`src/rtl/sonar_pkg.sv`:
```
// Shared definitions for the sonar sweep control unit: state encoding
// (also exported on db_estado) and sweep mode constants.
package sonar_pkg;

    typedef enum logic [3:0] {
        INICIAL             = 4'h0,
        FAZ_ROTACAO         = 4'h1,
        AGUARDA_MEIO_TEMPO  = 4'h2,
        FAZ_MEDIDA          = 4'h3,
        AGUARDA_MEDIDA      = 4'h4,
        FAZ_TRANSMISSAO     = 4'h5,
        AGUARDA_TRANSMISSAO = 4'h6,
        AGUARDA_TEMPO       = 4'h7,
        PARADO              = 4'h8,
        FIM                 = 4'hF
    } estado_t;

    localparam logic MODO_CONTINUO = 1'b0;
    localparam logic MODO_UNICO    = 1'b1;

endpackage

```
`src/rtl/sonar_temporizador.sv`:
```
// Saturating up-counter with clear and enable; flags the half-way count and
// the final count of a T-cycle interval.
module sonar_temporizador
    import sonar_pkg::*;
#(
    parameter int T = 100
) (
    input  logic clock,
    input  logic reset,
    input  logic clear_i,
    input  logic enable_i,
    output logic meio_o,
    output logic fim_tempo_o
);

    localparam int W = (T > 1) ? $clog2(T) : 1;
    localparam logic [W-1:0] CONT_MEIO = W'(T / 2 - 1);
    localparam logic [W-1:0] CONT_MAX  = W'(T - 1);

    logic [W-1:0] count_q;
    logic [W-1:0] count_d;

    // Holding at CONT_MAX lets a late caller still see fim_tempo instead of wrapping.
    always_comb begin
        count_d = count_q;
        if (clear_i) begin
            count_d = '0;
        end else if (enable_i && (count_q != CONT_MAX)) begin
            count_d = count_q + W'(1);
        end
    end

    always_ff @(posedge clock) begin
        if (reset) begin
            count_q <= '0;
        end else begin
            count_q <= count_d;
        end
    end

    assign meio_o      = (count_q == CONT_MEIO);
    assign fim_tempo_o = (count_q == CONT_MAX);

endmodule

```
`src/rtl/sonar_sweep_uc.sv`:
```
// Sonar sweep control unit: bounces the servo over N_POS positions, measuring
// and transmitting once per position, with measurement timeout and retries.
module sonar_sweep_uc
    import sonar_pkg::*;
#(
    parameter int N_POS     = 8,
    parameter int T_PERIOD  = 100_000_000,
    parameter int T_TIMEOUT = 2_500_000,
    parameter int N_RETRY   = 2
) (
    input  logic                      clock,
    input  logic                      reset,
    input  logic                      ligar,
    input  logic                      modo,
    input  logic                      medida_pronto,
    input  logic                      envio_pronto,
    output logic                      medir,
    output logic                      transmitir,
    output logic                      girar,
    output logic                      pronto,
    output logic [$clog2(N_POS)-1:0]  posicao,
    output logic                      sentido,
    output logic                      erro_medida,
    output logic [3:0]                db_estado
);

    localparam int PW = $clog2(N_POS);
    localparam int TW = (N_RETRY > 0) ? $clog2(N_RETRY + 1) : 1;
    localparam logic [PW-1:0] POS_ANTES_TOPO = PW'(N_POS - 2);
    localparam logic [PW-1:0] POS_UM         = PW'(1);
    localparam logic [TW-1:0] RETRY_MAX      = TW'(N_RETRY);

    estado_t       estado_q, estado_d;
    logic [PW-1:0] posicao_q, posicao_d;
    logic          sentido_q, sentido_d;
    logic          erro_q, erro_d;
    logic [TW-1:0] tentativas_q, tentativas_d;

    logic periodoClear, periodoEnable, periodoMeio, periodoFim;
    logic timeoutClear, timeoutFim, unusedTimeoutMeio;

    assign periodoClear  = (estado_q == INICIAL) || (estado_q == FIM);
    assign periodoEnable = !((estado_q == INICIAL) || (estado_q == PARADO) || (estado_q == FIM));
    assign timeoutClear  = (estado_q != AGUARDA_MEDIDA);

    sonar_temporizador #(.T(T_PERIOD)) uPeriodo (
        .clock       (clock),
        .reset       (reset),
        .clear_i     (periodoClear),
        .enable_i    (periodoEnable),
        .meio_o      (periodoMeio),
        .fim_tempo_o (periodoFim)
    );

    sonar_temporizador #(.T(T_TIMEOUT)) uTimeout (
        .clock       (clock),
        .reset       (reset),
        .clear_i     (timeoutClear),
        .enable_i    (1'b1),
        .meio_o      (unusedTimeoutMeio),
        .fim_tempo_o (timeoutFim)
    );

    always_comb begin
        estado_d     = estado_q;
        posicao_d    = posicao_q;
        sentido_d    = sentido_q;
        erro_d       = erro_q;
        tentativas_d = tentativas_q;
        case (estado_q)
            INICIAL: begin
                tentativas_d = '0;
                if (ligar) estado_d = AGUARDA_MEIO_TEMPO;
            end
            AGUARDA_MEIO_TEMPO: if (periodoMeio) estado_d = FAZ_MEDIDA;
            FAZ_MEDIDA:         estado_d = AGUARDA_MEDIDA;
            AGUARDA_MEDIDA: begin
                if (medida_pronto) begin
                    estado_d = FAZ_TRANSMISSAO;
                end else if (timeoutFim) begin
                    if (tentativas_q < RETRY_MAX) begin
                        tentativas_d = tentativas_q + TW'(1);
                        estado_d     = FAZ_MEDIDA;
                    end else begin
                        erro_d   = 1'b1;
                        estado_d = FAZ_TRANSMISSAO;
                    end
                end
            end
            FAZ_TRANSMISSAO:     estado_d = AGUARDA_TRANSMISSAO;
            AGUARDA_TRANSMISSAO: if (envio_pronto) estado_d = AGUARDA_TEMPO;
            AGUARDA_TEMPO:       if (periodoFim) estado_d = FAZ_ROTACAO;
            // Bounce: the step into either end of the range also flips direction.
            FAZ_ROTACAO: begin
                estado_d = FIM;
                if (sentido_q) begin
                    posicao_d = posicao_q + PW'(1);
                    if (posicao_q == POS_ANTES_TOPO) sentido_d = 1'b0;
                end else begin
                    posicao_d = posicao_q - PW'(1);
                    if (posicao_q == POS_UM) sentido_d = 1'b1;
                end
            end
            FIM: begin
                if ((modo == MODO_UNICO) && (posicao_q == '0) && sentido_q) begin
                    estado_d = PARADO;
                end else begin
                    estado_d     = AGUARDA_MEIO_TEMPO;
                    tentativas_d = '0;
                    erro_d       = 1'b0;
                end
            end
            PARADO:  estado_d = PARADO;
            default: estado_d = INICIAL;
        endcase
        if (!ligar) begin
            estado_d = INICIAL;
            erro_d   = 1'b0;
        end
    end

    always_ff @(posedge clock) begin
        if (reset) begin
            estado_q     <= INICIAL;
            posicao_q    <= '0;
            sentido_q    <= 1'b1;
            erro_q       <= 1'b0;
            tentativas_q <= '0;
        end else begin
            estado_q     <= estado_d;
            posicao_q    <= posicao_d;
            sentido_q    <= sentido_d;
            erro_q       <= erro_d;
            tentativas_q <= tentativas_d;
        end
    end

    assign medir       = (estado_q == FAZ_MEDIDA);
    assign transmitir  = (estado_q == FAZ_TRANSMISSAO);
    assign girar       = (estado_q == FAZ_ROTACAO);
    assign pronto      = (estado_q == FIM);
    assign posicao     = posicao_q;
    assign sentido     = sentido_q;
    assign erro_medida = erro_q;
    assign db_estado   = estado_q;

endmodule

```
`config.mk`:
```
export PLATFORM = sky130hd
export DESIGN_NAME = sonar_sweep_uc
export DESIGN_NICKNAME = d
export VERILOG_FILES = /design/src/rtl/sonar_pkg.sv /design/src/rtl/sonar_temporizador.sv /design/src/rtl/sonar_sweep_uc.sv
export SDC_FILE = /design/constraint.sdc
export NUM_CORES = 1
export LEC_CHECK = 0
export CORE_MARGIN = 3
export CORE_UTILIZATION = 55
export DETAILED_ROUTE_END_ITERATION = 7
export PLACE_DENSITY_LB_ADDON = 0.05
export SYNTH_ARGS = -nofsm -noshare
export SYNTH_HDL_FRONTEND = slang
export SYNTH_HIERARCHICAL = 1
export SYNTH_SLANG_ARGS = --single-unit
```
`constraint.sdc`:
```
create_clock -name clock -period 2.65 [get_ports clock]
set_input_delay 0.3975 -clock clock [delete_from_list [all_inputs] [get_ports clock]]
set_output_delay 0.3975 -clock clock [all_outputs]
set_load 0.01 [all_outputs]
```
==> results of run 1 <==
-- layer usage --
metal	track usage	vias up	share of wire
met4	0.0702	0	0.012
li1	-	1480	-
met1	0.300	1329	0.50
met5	0	-	0
met3	0.0496	7	0.044
met2	0.327	61	0.44
-- where the power goes --
| part | internal (µW) | leakage, µW | switching (µW) |
|---|---|---|---|
| Clock | 428 | 0.0000910 | 370 |
| Sequential | 903 | 0.000484 | 3.90 |
| Combinational | 18.5 | 0.000677 | 28.8 |
-- area by class of cell --
cell class / instances / area, µm² / share of cell area
tap: 72 / 90.1 / 0.0239
inverter: 6 / 22.5 / 0.00598
clock buffer: 9 / 124 / 0.0329
sequential: 60 / 1200 / 0.319
timing repair buffer: 28 / 255 / 0.0678
multi-input combinational: 311 / 2000 / 0.532
clock inverter: 7 / 67.6 / 0.0179
-- how the worst min path moves through the flow --
stage,from,end,slack [ns]
floorplan,uPeriodo/count_q[1],uPeriodo/count_q[1],0.45
global placement,uPeriodo/count_q[1],uPeriodo/count_q[1],0.46
detailed placement,uPeriodo/count_q[1],uPeriodo/count_q[1],0.48
CTS,uPeriodo/count_q[1],uPeriodo/count_q[1],0.49
global route,uPeriodo/count_q[1],uPeriodo/count_q[1],0.51
finish,uPeriodo/count_q[1],uPeriodo/count_q[1],0.48
-- metrics by stage --
step           area [µm²]  utilization
2_1_floorplan        3310            -
3_3_place_gp         3560        0.631
3_5_place_dp         3560        0.631
4_1_cts              3750        0.665
5_1_grt              3760        0.667
6_report             3760        0.667
-- flip-flops by register name, summed over array words and instances (netlist names) --
register	count
uTimeout/count_q	22
erro_medida	1
sentido	1
posicao	3
uPeriodo/count_q	27
db_estado	4
tentativas_q	2
-- worst reg2reg max path: stages (launching register included) --
cell and delay [ns]:
dfxtp_1 0.34, or4_1 0.54, or2_2 0.31, nor3_2 0.23, nor2b_1 0.21, nor2b_1 0.25
nor2_1 0.08, a2111oi_2 0.26
==> results.sh, run 1 <==
export IMPL_clk_pin_slew_ns=0.07
export IMPL_pre_cts_ws_ns=0.248
export IMPL_hold_buffers=0
export IMPL_clockBufferDepth=2
export IMPL_r2r_start="uTimeout/count_q[14]"
export IMPL_synth_warnings=6
export IMPL_maxSlewHeadroom=0.499
export IMPL_finalClockSkew_ns=0.00842
export IMPL_die_x_um=83.4
export IMPL_end_kind="output pin"
export IMPL_syn_area_per_cell_um2=8.41
export IMPL_die_area_um2=6960
export IMPL_worst_setup_path_start_kind="flip-flop"
export IMPL_numCtsBuffers=9
export IMPL_fillers=454
export IMPL_total_power_uw=1750
export IMPL_path_class="reg -> out"
export IMPL_cp_endpoint="pronto"
export IMPL_critPathBufInv=1
export IMPL_critPathMaxFanout=16
export IMPL_status="finished, final reports clean"
export IMPL_routed_wl_um=6900
export IMPL_maxCapViolations=0
export IMPL_clkLatencyLatePin_ns=0.34
export IMPL_ir_worst_vdd_mv=0.400
export IMPL_vias=2877
export IMPL_cpPeakStageDelay_ns=0.64
export IMPL_routedWlPerCell_um=14.0
export IMPL_setup_viol=0
export IMPL_cts_sinks=60
export IMPL_grt_pass1_wl_um=12400
export IMPL_grt_use_total=0.214
export IMPL_grt_antenna_before_repair=0
export IMPL_critPathLaunch="db_estado[1]"
export IMPL_fin_ws_ns=0.284
export IMPL_crit_arrival_ns=1.97
export IMPL_initial_utilization=0.585
export IMPL_path_cells="and4_1, clkdlybuf4s50_1"
export IMPL_n_antenna_cell=0
export IMPL_finalNonFillerCells=493
export IMPL_row_count=27
export IMPL_gp_routability_congestion=0.883
export IMPL_crit_slowest_cell="dfxtp_1"
export IMPL_slew_viol_final=0
export IMPL_syn_area_um2=3300
export IMPL_rsz0062_at_grt="false"
export IMPL_post_cts_buffers=0
export IMPL_drive_gt1_frac=0.116
export IMPL_cp_depth=2
export IMPL_reg2regPathDepth=7
export IMPL_grt_ovfl_total=0
export IMPL_ant_nets=0
export IMPL_hold_depth=2
export IMPL_synthCells=392
export IMPL_cp_top_family="flip-flops"
export IMPL_cts_tree="built"
export IMPL_via_per_inst=5.84
export IMPL_ff2ff_setup_slack_ns=0.33
export IMPL_mostFrequentLayoutCells="dfxtp_1, nor2_1, nand2_1, xor2_1, nand3_1"
export IMPL_whs_ns=0.483
export IMPL_syn_to_final_growth_pct=14.2
export IMPL_grt_pass1_vias=2638
export IMPL_first_iter_violations=110
export IMPL_period_needed_ns=2.37
export IMPL_final_common_cell="dfxtp_1"
export IMPL_hp_class="reg -> reg"
export IMPL_drc=0
export IMPL_power_density_nw_per_um2=465
export IMPL_setup_tns_ns=0
export IMPL_port_buffers=18
export IMPL_dp_cells=477
export IMPL_hold_violations=0
export IMPL_grt_max_degree=20
export IMPL_cts_root_buf="clkbuf_8"
export IMPL_core_um2=5640
export IMPL_hpwlAfterDp_um=4780
export IMPL_worstMarginPinSlew_ns=0.732
export IMPL_htree_levels=3
export IMPL_nNetsFinal=429
export IMPL_finalCritPeriodShare=0.893
export IMPL_firstDrtPassIters=4
export IMPL_fmax_ghz=0.423
export IMPL_die_h_um=83.4
export IMPL_regToRegEndpoint="tentativas_q[0]"
export IMPL_ctsResizeCount=0
export IMPL_p_leak_uw=0.00125
export IMPL_cp_required_ns=2.25
export IMPL_pin_count=19
Power figures use the tool's default switching activity.
==> run 2: changes to the inputs <==
--- a/config.mk
+++ b/config.mk
@@ -7,8 +7,9 @@
 export LEC_CHECK = 0
 export CORE_MARGIN = 3
 export CORE_UTILIZATION = 55
+export CTS_BUF_LIST = sky130_fd_sc_hd__clkbuf_8 sky130_fd_sc_hd__clkbuf_16
 export DETAILED_ROUTE_END_ITERATION = 7
-export PLACE_DENSITY_LB_ADDON = 0.05
+export PLACE_DENSITY = 0.74
 export SYNTH_ARGS = -nofsm -noshare
 export SYNTH_HDL_FRONTEND = slang
 export SYNTH_HIERARCHICAL = 1
==> run 2 against run 1 <==
Compared with the run above:
- global-route usage down 0.85 points
- sequential power about the same
- largest cell class unchanged
- cell area down 0.50%
- utilization down 0.33 points
- worst hold slack better by 0.0018 ns
- cell count up 0.20%
==> results.sh, run 2 (synthesized netlist as in run 1, its figures left out) <==
export IMPL_status="finished, final reports clean"
export IMPL_final_common_cell="dfxtp_1"
export IMPL_vias=2930
export IMPL_placed_area_um2=3570
export IMPL_die_h_um=83.4
export IMPL_setup_tns_ns=0
export IMPL_period_needed_ns=2.44
export IMPL_grt_max_degree=20
export IMPL_grt_ovfl_total=0
export IMPL_cp_top_family="buffers and inverters"
export IMPL_maxSlewHeadroom=0.430
export IMPL_critPathMaxFanout=17
export IMPL_grt_pass1_wl_um=12100
export IMPL_cts_sinks=60
export IMPL_finalNonFillerCells=494
export IMPL_core_um2=5640
export IMPL_worstMarginPinSlew_ns=0.833
export IMPL_routed_wl_um=6910
export IMPL_fmax_ghz=0.410
export IMPL_die_area_um2=6960
export IMPL_cp_required_ns=2.25
export IMPL_hold_depth=2
export IMPL_power_density_nw_per_um2=456
export IMPL_clk_pin_slew_ns=0.06
export IMPL_nNetsFinal=430
export IMPL_hpwlAfterDp_um=4890
export IMPL_worst_setup_path_start_kind="flip-flop"
export IMPL_regMostFlops="uPeriodo/count_q"
export IMPL_r2r_start="uTimeout/count_q[14]"
export IMPL_syn_to_final_growth_pct=13.6
export IMPL_ff2ff_setup_slack_ns=0.22
export IMPL_drc=0
export IMPL_finalInstanceArea_um2=3750
export IMPL_path_class="reg -> out"
export IMPL_min_to="uPeriodo/count_q[1]"
export IMPL_initial_utilization=0.585
export IMPL_pin_count=19
export IMPL_path_cells="inv_1, nor4b_1, clkdlybuf4s50_1"
export IMPL_setup_viol=0
export IMPL_hold_buffers=0
export IMPL_htree_levels=3
export IMPL_via_per_inst=5.93
export IMPL_clkLatencyLatePin_ns=0.32
export IMPL_grt_use_total=0.206
export IMPL_maxCapViolations=0
export IMPL_grt_pass1_vias=2663
export IMPL_ant_nets=0
export IMPL_finalCritPeriodShare=0.921
export IMPL_mostFrequentLayoutCells="dfxtp_1, nor2_1, nand2_1, xor2_1, nand3_1"
export IMPL_finalClockSkew_ns=0.00781
export IMPL_regToRegEndpoint="tentativas_q[0]"
export IMPL_hold_violations=0
export IMPL_ir_worst_vdd_mv=0.341
export IMPL_hp_class="reg -> reg"
export IMPL_gp_routability_congestion=0.875
export IMPL_die_x_um=83.4
export IMPL_crit_arrival_ns=2.04
export IMPL_worstHoldStart="uPeriodo/count_q[1]"
export IMPL_crit_slowest_cell="dfxtp_1"
export IMPL_p_leak_uw=0.00128
export IMPL_slew_viol_final=0
export IMPL_largest_reg_flops=27
export IMPL_routedWlPerCell_um=14.0
export IMPL_grt_antenna_before_repair=0
export IMPL_post_cts_buffers=0
export IMPL_reg2regPathDepth=7
export IMPL_rsz0062_at_grt="false"
export IMPL_row_count=27
export IMPL_numCtsBuffers=9
export IMPL_cpPeakStageDelay_ns=0.61
export IMPL_cts_tree="built"
export IMPL_drive_gt1_frac=0.0995
export IMPL_port_buffers=18
export IMPL_first_iter_violations=109
export IMPL_critPathBufInv=2
export IMPL_clockBufferDepth=2
export IMPL_end_kind="output pin"
export IMPL_cts_root_buf="clkbuf_8"
export IMPL_firstDrtPassIters=4
export IMPL_ctsResizeCount=0
export IMPL_n_antenna_cell=0
export IMPL_dp_cells=478
## run 2: layer usage
layer  part of all wire  track usage  vias up
met1               0.49        0.280     1399
met4              0.013       0.0746        0
li1                   -            -     1466
met5                  0            0        -
met3              0.043       0.0417        8
met2               0.45        0.323       57
## run 2: worst min-delay path, delay by kind of cell (launching register included)
family           cells  cell delay (ns)
flip-flops           1             0.33
AO/OA/AOI/OAI        1             0.05
AND/OR/NAND/NOR      1             0.06
## run 2: area by class of cell
type / count / area, µm²
fill: 474 / 1900
clock buffer: 9 / 124
multi-input combinational: 311 / 1990
tap: 72 / 90.1
inverter: 6 / 22.5
clock inverter: 7 / 53.8
timing repair buffer: 29 / 263
sequential: 60 / 1200
## run 2: power breakdown
group / internal [µW] / switching [µW] / total [µW]
sequential: 903 / 2.13 / 905
clock: 416 / 337 / 753
combinational: 19.5 / 30.3 / 49.8
## run 2: how the worst max path moves through the flow
stage                         startpoint                    to  slack (ns)  cells after the start
CTS                         db_estado[0]                 medir        0.20                      3
floorplan                   db_estado[1]  uPeriodo/count_q[26]        0.29                      9
global route                db_estado[0]            transmitir        0.02                      3
global placement    uTimeout/count_q[14]       tentativas_q[0]        0.35                      7
detailed placement  uTimeout/count_q[14]       tentativas_q[0]        0.21                      7
finish                      db_estado[0]                 medir        0.21                      3
## run 2: through the flow
step	worst slack, ns	util	total power [µW]	hold WS [ns]
2_1_floorplan	0.294	-	955	0.449
3_3_place_gp	0.351	0.633	974	0.465
3_5_place_dp	0.215	0.633	974	0.476
4_1_cts	0.203	0.664	1730	0.487
5_1_grt	0.0213	0.664	1780	0.507
6_report	0.209	0.664	1710	0.485
